--- src/rtl/sim_run_ctrl_pkg.sv ---
// Shared types for the simulation run controller: FSM state encoding and exit codes.
// The watchdog is compiled in only when SIM_TIMEOUT_EN is defined.
package sim_run_ctrl_pkg;

  typedef enum logic [2:0] {
    ST_HOLD    = 3'd0,
    ST_RELEASE = 3'd1,
    ST_RUN     = 3'd2,
    ST_DONE    = 3'd3,
    ST_TOUT    = 3'd4
  } state_e;

  localparam logic [7:0] EXIT_NONE    = 8'h00;
  localparam logic [7:0] EXIT_TIMEOUT = 8'hFF;

  // Bits needed to hold values 0..max_val (at least one bit).
  function automatic int unsigned cnt_width(input int unsigned max_val);
    return (max_val < 2) ? 1 : $clog2(max_val + 1);
  endfunction

endpackage

--- src/rtl/sim_run_ctrl_rst_release_cnt.sv ---
// Per-domain reset release: loads its stagger offset when HOLD ends and drops dut_rst on reaching 0.
// Unaffected by SIM_TIMEOUT_EN.
module sim_run_ctrl_rst_release_cnt
  import sim_run_ctrl_pkg::*;
#(
  parameter int unsigned LOAD_VAL = 0
) (
  input  logic clk,
  input  logic rst,
  input  logic hold,
  input  logic load,
  output logic dut_rst
);

  localparam int unsigned   CW       = cnt_width(LOAD_VAL);
  localparam logic [CW-1:0] LOAD_CNT = CW'(LOAD_VAL);

  logic [CW-1:0] cnt_q, cnt_d;
  logic          dut_rst_q, dut_rst_d;

  always_comb begin
    cnt_d     = cnt_q;
    dut_rst_d = dut_rst_q;
    if (hold) begin
      cnt_d     = '0;
      dut_rst_d = 1'b1;
    end else if (load) begin
      // A zero offset releases on the load edge itself.
      cnt_d     = LOAD_CNT;
      dut_rst_d = (LOAD_CNT != '0);
    end else if (cnt_q != '0) begin
      cnt_d     = cnt_q - CW'(1);
      dut_rst_d = (cnt_q != CW'(1));
    end
  end

  always_ff @(posedge clk or posedge rst) begin
    if (rst) begin
      cnt_q     <= '0;
      dut_rst_q <= 1'b1;
    end else begin
      cnt_q     <= cnt_d;
      dut_rst_q <= dut_rst_d;
    end
  end

  assign dut_rst = dut_rst_q;

endmodule

--- src/rtl/sim_run_ctrl.sv ---
// Simulation run controller: staged DUT resets, run-cycle counter, halt capture.
// Define SIM_TIMEOUT_EN to add the watchdog (TOUT state, timeout flag, exit code 8'hFF).
//
// state    | meaning
// HOLD     | all dut_rst asserted, counting RST_CYCLES edges
// RELEASE  | domains dropping dut_rst one stagger step apart
// RUN      | DUT running, cycle_cnt advancing
// DONE     | halt observed, exit_code latched, waits for rerun
// TOUT     | watchdog fired, waits for rerun
module sim_run_ctrl
  import sim_run_ctrl_pkg::*;
#(
  parameter int unsigned RST_CYCLES  = 25,
  parameter int unsigned NUM_DOMAINS = 1,
  parameter int unsigned STAGGER     = 0,
  parameter int unsigned CNT_W       = 32,
  parameter int unsigned TIMEOUT     = 2500000
) (
  input  logic                   clk,
  input  logic                   rst,
  input  logic                   halt_req,
  input  logic [7:0]             halt_code,
  input  logic                   rerun,
  output logic [NUM_DOMAINS-1:0] dut_rst,
  output logic                   run,
  output logic [CNT_W-1:0]       cycle_cnt,
  output logic                   done,
  output logic                   timeout,
  output logic [7:0]             exit_code
);

  localparam int unsigned       RST_EFF   = (RST_CYCLES == 0) ? 1 : RST_CYCLES;
  localparam int unsigned       HOLD_W    = cnt_width(RST_EFF - 1);
  localparam logic [HOLD_W-1:0] HOLD_LAST = HOLD_W'(RST_EFF - 1);
  localparam logic [CNT_W-1:0]  TO_LAST   = CNT_W'(TIMEOUT - 1);

  state_e             state_q, state_d;
  logic [HOLD_W-1:0]  hold_cnt_q, hold_cnt_d;
  logic [CNT_W-1:0]   cycle_cnt_q, cycle_cnt_d;
  logic               done_q, done_d;
  logic               timeout_q, timeout_d;
  logic               run_q, run_d;
  logic [7:0]         exit_code_q, exit_code_d;
  logic               load_rel;
  logic               hold_dom;
  logic [NUM_DOMAINS-1:0] dut_rst_w;

`ifndef SIM_TIMEOUT_EN
  logic unused_timeout;
  assign unused_timeout = ^TO_LAST;
`endif

  always_comb begin
    state_d     = state_q;
    hold_cnt_d  = hold_cnt_q;
    cycle_cnt_d = cycle_cnt_q;
    done_d      = done_q;
    timeout_d   = timeout_q;
    exit_code_d = exit_code_q;
    load_rel    = 1'b0;
    case (state_q)
      ST_HOLD: begin
        if (hold_cnt_q == HOLD_LAST) begin
          state_d    = ST_RELEASE;
          hold_cnt_d = '0;
          load_rel   = 1'b1;
        end else begin
          hold_cnt_d = hold_cnt_q + HOLD_W'(1);
        end
      end
      ST_RELEASE: begin
        if (dut_rst_w == '0) state_d = ST_RUN;
      end
      ST_RUN: begin
        cycle_cnt_d = (&cycle_cnt_q) ? cycle_cnt_q : cycle_cnt_q + CNT_W'(1);
        // Halt takes priority over a coincident watchdog expiry.
        if (halt_req) begin
          state_d     = ST_DONE;
          done_d      = 1'b1;
          exit_code_d = halt_code;
        end
`ifdef SIM_TIMEOUT_EN
        else if (cycle_cnt_q == TO_LAST) begin
          state_d     = ST_TOUT;
          timeout_d   = 1'b1;
          exit_code_d = EXIT_TIMEOUT;
        end
`endif
      end
      ST_DONE, ST_TOUT: begin
        if (rerun) begin
          state_d     = ST_HOLD;
          hold_cnt_d  = '0;
          cycle_cnt_d = '0;
          done_d      = 1'b0;
          timeout_d   = 1'b0;
          exit_code_d = EXIT_NONE;
        end
      end
      default: state_d = ST_HOLD;
    endcase
  end

  assign run_d    = (state_d == ST_RUN);
  assign hold_dom = (state_d == ST_HOLD);

  always_ff @(posedge clk or posedge rst) begin
    if (rst) begin
      state_q     <= ST_HOLD;
      hold_cnt_q  <= '0;
      cycle_cnt_q <= '0;
      done_q      <= 1'b0;
      timeout_q   <= 1'b0;
      run_q       <= 1'b0;
      exit_code_q <= EXIT_NONE;
    end else begin
      state_q     <= state_d;
      hold_cnt_q  <= hold_cnt_d;
      cycle_cnt_q <= cycle_cnt_d;
      done_q      <= done_d;
      timeout_q   <= timeout_d;
      run_q       <= run_d;
      exit_code_q <= exit_code_d;
    end
  end

  for (genvar gi = 0; gi < NUM_DOMAINS; gi++) begin : g_dom
    sim_run_ctrl_rst_release_cnt #(
      .LOAD_VAL(gi * STAGGER)
    ) u_rel (
      .clk     (clk),
      .rst     (rst),
      .hold    (hold_dom),
      .load    (load_rel),
      .dut_rst (dut_rst_w[gi])
    );
  end

  assign dut_rst   = dut_rst_w;
  assign run       = run_q;
  assign cycle_cnt = cycle_cnt_q;
  assign done      = done_q;
  assign timeout   = timeout_q;
  assign exit_code = exit_code_q;

endmodule

--- config.mk ---
export PLATFORM = sky130hd
export DESIGN_NAME = sim_run_ctrl
export DESIGN_NICKNAME = d
export VERILOG_FILES = /design/src/rtl/sim_run_ctrl_pkg.sv /design/src/rtl/sim_run_ctrl_rst_release_cnt.sv /design/src/rtl/sim_run_ctrl.sv
export SDC_FILE = /design/constraint.sdc
export NUM_CORES = 1
export LEC_CHECK = 0
export ABC_AREA = 1
export BUFFER_PORTS_ARGS = -buffer_cell sky130_fd_sc_hd__clkbuf_2
export CORE_MARGIN = 2
export CORE_UTILIZATION = 61
export DETAILED_ROUTE_END_ITERATION = 6
export PLACE_DENSITY = 0.91
export SYNTH_ARGS = -nofsm -noshare
export SYNTH_HDL_FRONTEND = slang
export SYNTH_HIERARCHICAL = 1
export SYNTH_SLANG_ARGS = --single-unit
--- constraint.sdc ---
create_clock -name clk -period 2.5 [get_ports clk]
set_input_delay 0.125 -clock clk [delete_from_list [all_inputs] [get_ports clk]]
set_output_delay 0.125 -clock clk [all_outputs]
set_load 0.01 [all_outputs]
==> results.ini <==
[pwr]
cellLeakagePower_nw = 1.664
power.share.sequential = 0.499
p_sw_frac = 0.3550
p_int_mw = 1.341
power_switching_uw = 737.9
ir_drop_mv = 0.4355
power.share.clock = 0.231
pwr-share-comb = 0.270
powerDensity_nw_per_um2 = 576.9

[drt]
dr_total_vias = 3016
wl_met3_um = 479
drt_wl_total_mm = 7.406
route.met2.wl_mm = 3.777
first_pass_iters = 5
wl_met1_mm = 3.032
top_layer = met4
routedWlPerCell_um = 13.15
postRouteAntennaNets = 0
route.detailed.drc = 0
drt_iter0_drc = 194
vias_per_cell = 5.357

[clock_tree]
cts_made_buffers = 5
cts_htree_levels = 2
cts_tree = yes
path_clk_slew_ns = 0.09
numClockSinks = 51
cts_max_path_buffers = 2
clock-root-buffer = clkbuf_8
worstSkewPairLatency_ns = 0.31
cts_setup_buffers = 0

[sta]
slew_headroom = 0.5436
setup_violations = 0
finalCritPeriodShare = 0.8621
final-hold-violation-count = 0
rsz0062_at_grt = false
worstMarginPinSlew_ns = 0.6837
slew_violations = 0
fin_crit_ns = 2.155
setup_tns_ns = 0
fmax_mhz = 464.0
fin_ws_ns = 0.3447
clock_skew_ns = 0.007502

[global_routing]
grt_pass1_wl_mm = 12.52
gr-total-overflow = 0
first_global_vias = 2790
grtUsageTotal = 0.2627
antenna_found_initial = 0
grt_max_degree = 44

[worst_setup_path]
crit_chain = ha_1, nand2_1, nor2_4, nand2_2, nor2_4, nand3_4, nand3_2, o21ai_2
path_max_fanout = 21
crit_family = simple AND/OR/NAND/NOR gates
critPathSlowestCell = nand3_2
path_class = flop to flop
rrSetupSlack_ns = 0.34
cp_common_cell = nor2_4
start_kind = flop
critical_path_buf_inv_count = 0
reg2reg_to = cycle_cnt[18]
worstSetupEndpointType = flop
slowest_delay_ns = 0.54
r2r_cells = 8
r2r-start = cycle_cnt[0]
arrival_ns = 2.38
crit_required_ns = 2.73

[place]
hpwl_mm = 5.522
pre_cts_slack_ns = 0.3622
io_buffers = 54
place.gp.congestion = 0.8911

[floorplan]
die_w_um = 76.82
design.core.area_um2 = 5107
boundaryPins = 56
start_util = 0.6333
die_area_um2 = 5901
die_h_um = 76.82
fp-row-count = 26

[layout]
mostFrequentLayoutCell = nand2_1
fillCellCount = 436
nets = 507
drive_gt1_frac = 0.2394
syn2layout_area_growth_pct = 11.41
final_cell_mix = nand2_1 (146), clkbuf_2 (54), nor2_1 (50), dfrtp_1 (50), nand3_1 (48)
antennaDiodeCount = 0

[worst_hold_path]
worstHoldStart = halt_code[1]
hold_end = exit_code[1]
hold_class = input port to flop
holdPathStages = 3

[logic_synthesis]
syn_area_um2 = 3234
syn_area_per_cell_um2 = 7.401
synth-seq-cells = 51
yosysWarnings = 6
ys_types = 34
synth_nets = 452
synth-seq-area-share = 0.3950
synth_cells = 437

[run]
max_cap_violations = 0

[status]
status = finished clean

layout make-up:
| cell class | count | area [um2] | area share |
|---|---|---|---|
| Timing Repair Buffer | 59 | 310.3 | 0.08611 |
| Sequential cell | 51 | 1277 | 0.3545 |
| Clock inverter | 2 | 12.51 | 0.003472 |
| Multi-Input combinational cell | 333 | 1685 | 0.4677 |
| Tap cell | 70 | 87.58 | 0.02431 |
| Clock buffer | 6 | 72.57 | 0.02014 |
| Inverter | 42 | 157.7 | 0.04375 |
power by group through the flow:
stage	clock network (mW)	registers (mW)	logic (mW)
after floorplan	0	1.07	0.415
after global placement	0	1.04	0.539
after detailed placement	0	1.05	0.568
after CTS	0.483	1.04	0.569
after global routing	0.515	1.06	0.647
final	0.479	1.04	0.562
synth_stat cells:
library cell	instances	area (um2)
buf_12	2	40.04
dfrtp_1	50	1251
xnor2_1	6	52.55
ha_1	3	37.54
buf_2	2	10.01
o21bai_1	2	15.01
conb_1	1	3.750
nor2_4	3	33.78
nand3_1	48	240.2
and2_1	1	6.260
a21oi_1	5	25.02
xor2_1	5	43.79
o21ai_2	29	254.0
nand3b_1	2	15.01
buf_4	1	7.510
o21ai_0	3	15.01
nand2_8	1	20.02
nand2_1	146	548.0
nand2_2	8	50.05
nor3_1	2	10.01
nor2_1	50	187.7
clkbuf_1	2	7.510
nand4_1	3	18.77
nand3_2	1	10.01
nor3_2	1	10.01
buf_6	3	33.78
inv_1	42	157.7
o211ai_1	1	7.510
o21ai_1	4	20.02
buf_8	1	15.01
nor2_2	5	31.28
or2_2	2	12.51
dfstp_2	1	26.28
nand3_4	1	17.52
cells by family after synthesis:
logic type               after synthesis  synth area share
AND/OR/NAND/NOR                      274            0.3745
XOR/XNOR                              11           0.02979
other                                  1          0.001159
buffers and inverters                 53           0.08395
AO/OA/AOI/OAI                         44            0.1041
adder cells (fa/ha/maj)                3           0.01161
flip-flops                            51            0.3950
worst max-delay path by stage:
stage / startpoint / end / slack, ns / cells past startpoint
after floorplan: cycle_cnt[0] / cycle_cnt[0] / 0.82 / 9
after global placement: cycle_cnt[0] / cycle_cnt[0] / 0.46 / 8
after detailed placement: cycle_cnt[0] / cycle_cnt[12] / 0.36 / 8
after CTS: cycle_cnt[0] / cycle_cnt[18] / 0.33 / 8
after global routing: cycle_cnt[0] / cycle_cnt[18] / 0.21 / 8
final: cycle_cnt[0] / cycle_cnt[18] / 0.34 / 8
tightest hold or removal path: stages:
cell and delay, ns:
clkbuf_2 0.08, nand3_1 0.06, nand2_1 0.05
state kept, by name, indices dropped and copies added (netlist names):
signal,cells
done,1
state_q,3
cycle_cnt,32
exit_code,8
hold_cnt_q,5
g_dom.u_rel/dut_rst,1
run,1
per-stage QoR:
step / instance area (um2) / util / cells / power [mW] / hold slack (ns)
final: 3603 / 0.7055 / 563 / 2.079 / 0.02857
after global routing: 3603 / 0.7055 / 563 / 2.217 / 0.04185
after CTS: 3603 / 0.7055 / 563 / 2.089 / 0.02621
after detailed placement: 3508 / 0.6869 / 554 / 1.619 / 0.1257
after global placement: 3508 / 0.6869 / 554 / 1.582 / 0.1224
after floorplan: 3234 / - / 437 / 1.482 / 0.01470
repair_timing:
item                      in CTS  in global routing
hold buffers                   1                  0
gates resized for setup        0                  0
hold endpoints to repair      29                  0
per-layer routing:
| layer | track usage | up-vias |
|---|---|---|
| li1 | - | 1497 |
| met1 | 0.3205 | 1388 |
| met2 | 0.4728 | 117 |
| met3 | 0.04235 | 14 |
| met4 | 0.08364 | 0 |
| met5 | 0 | - |
(Power assumes the default switching activity.)
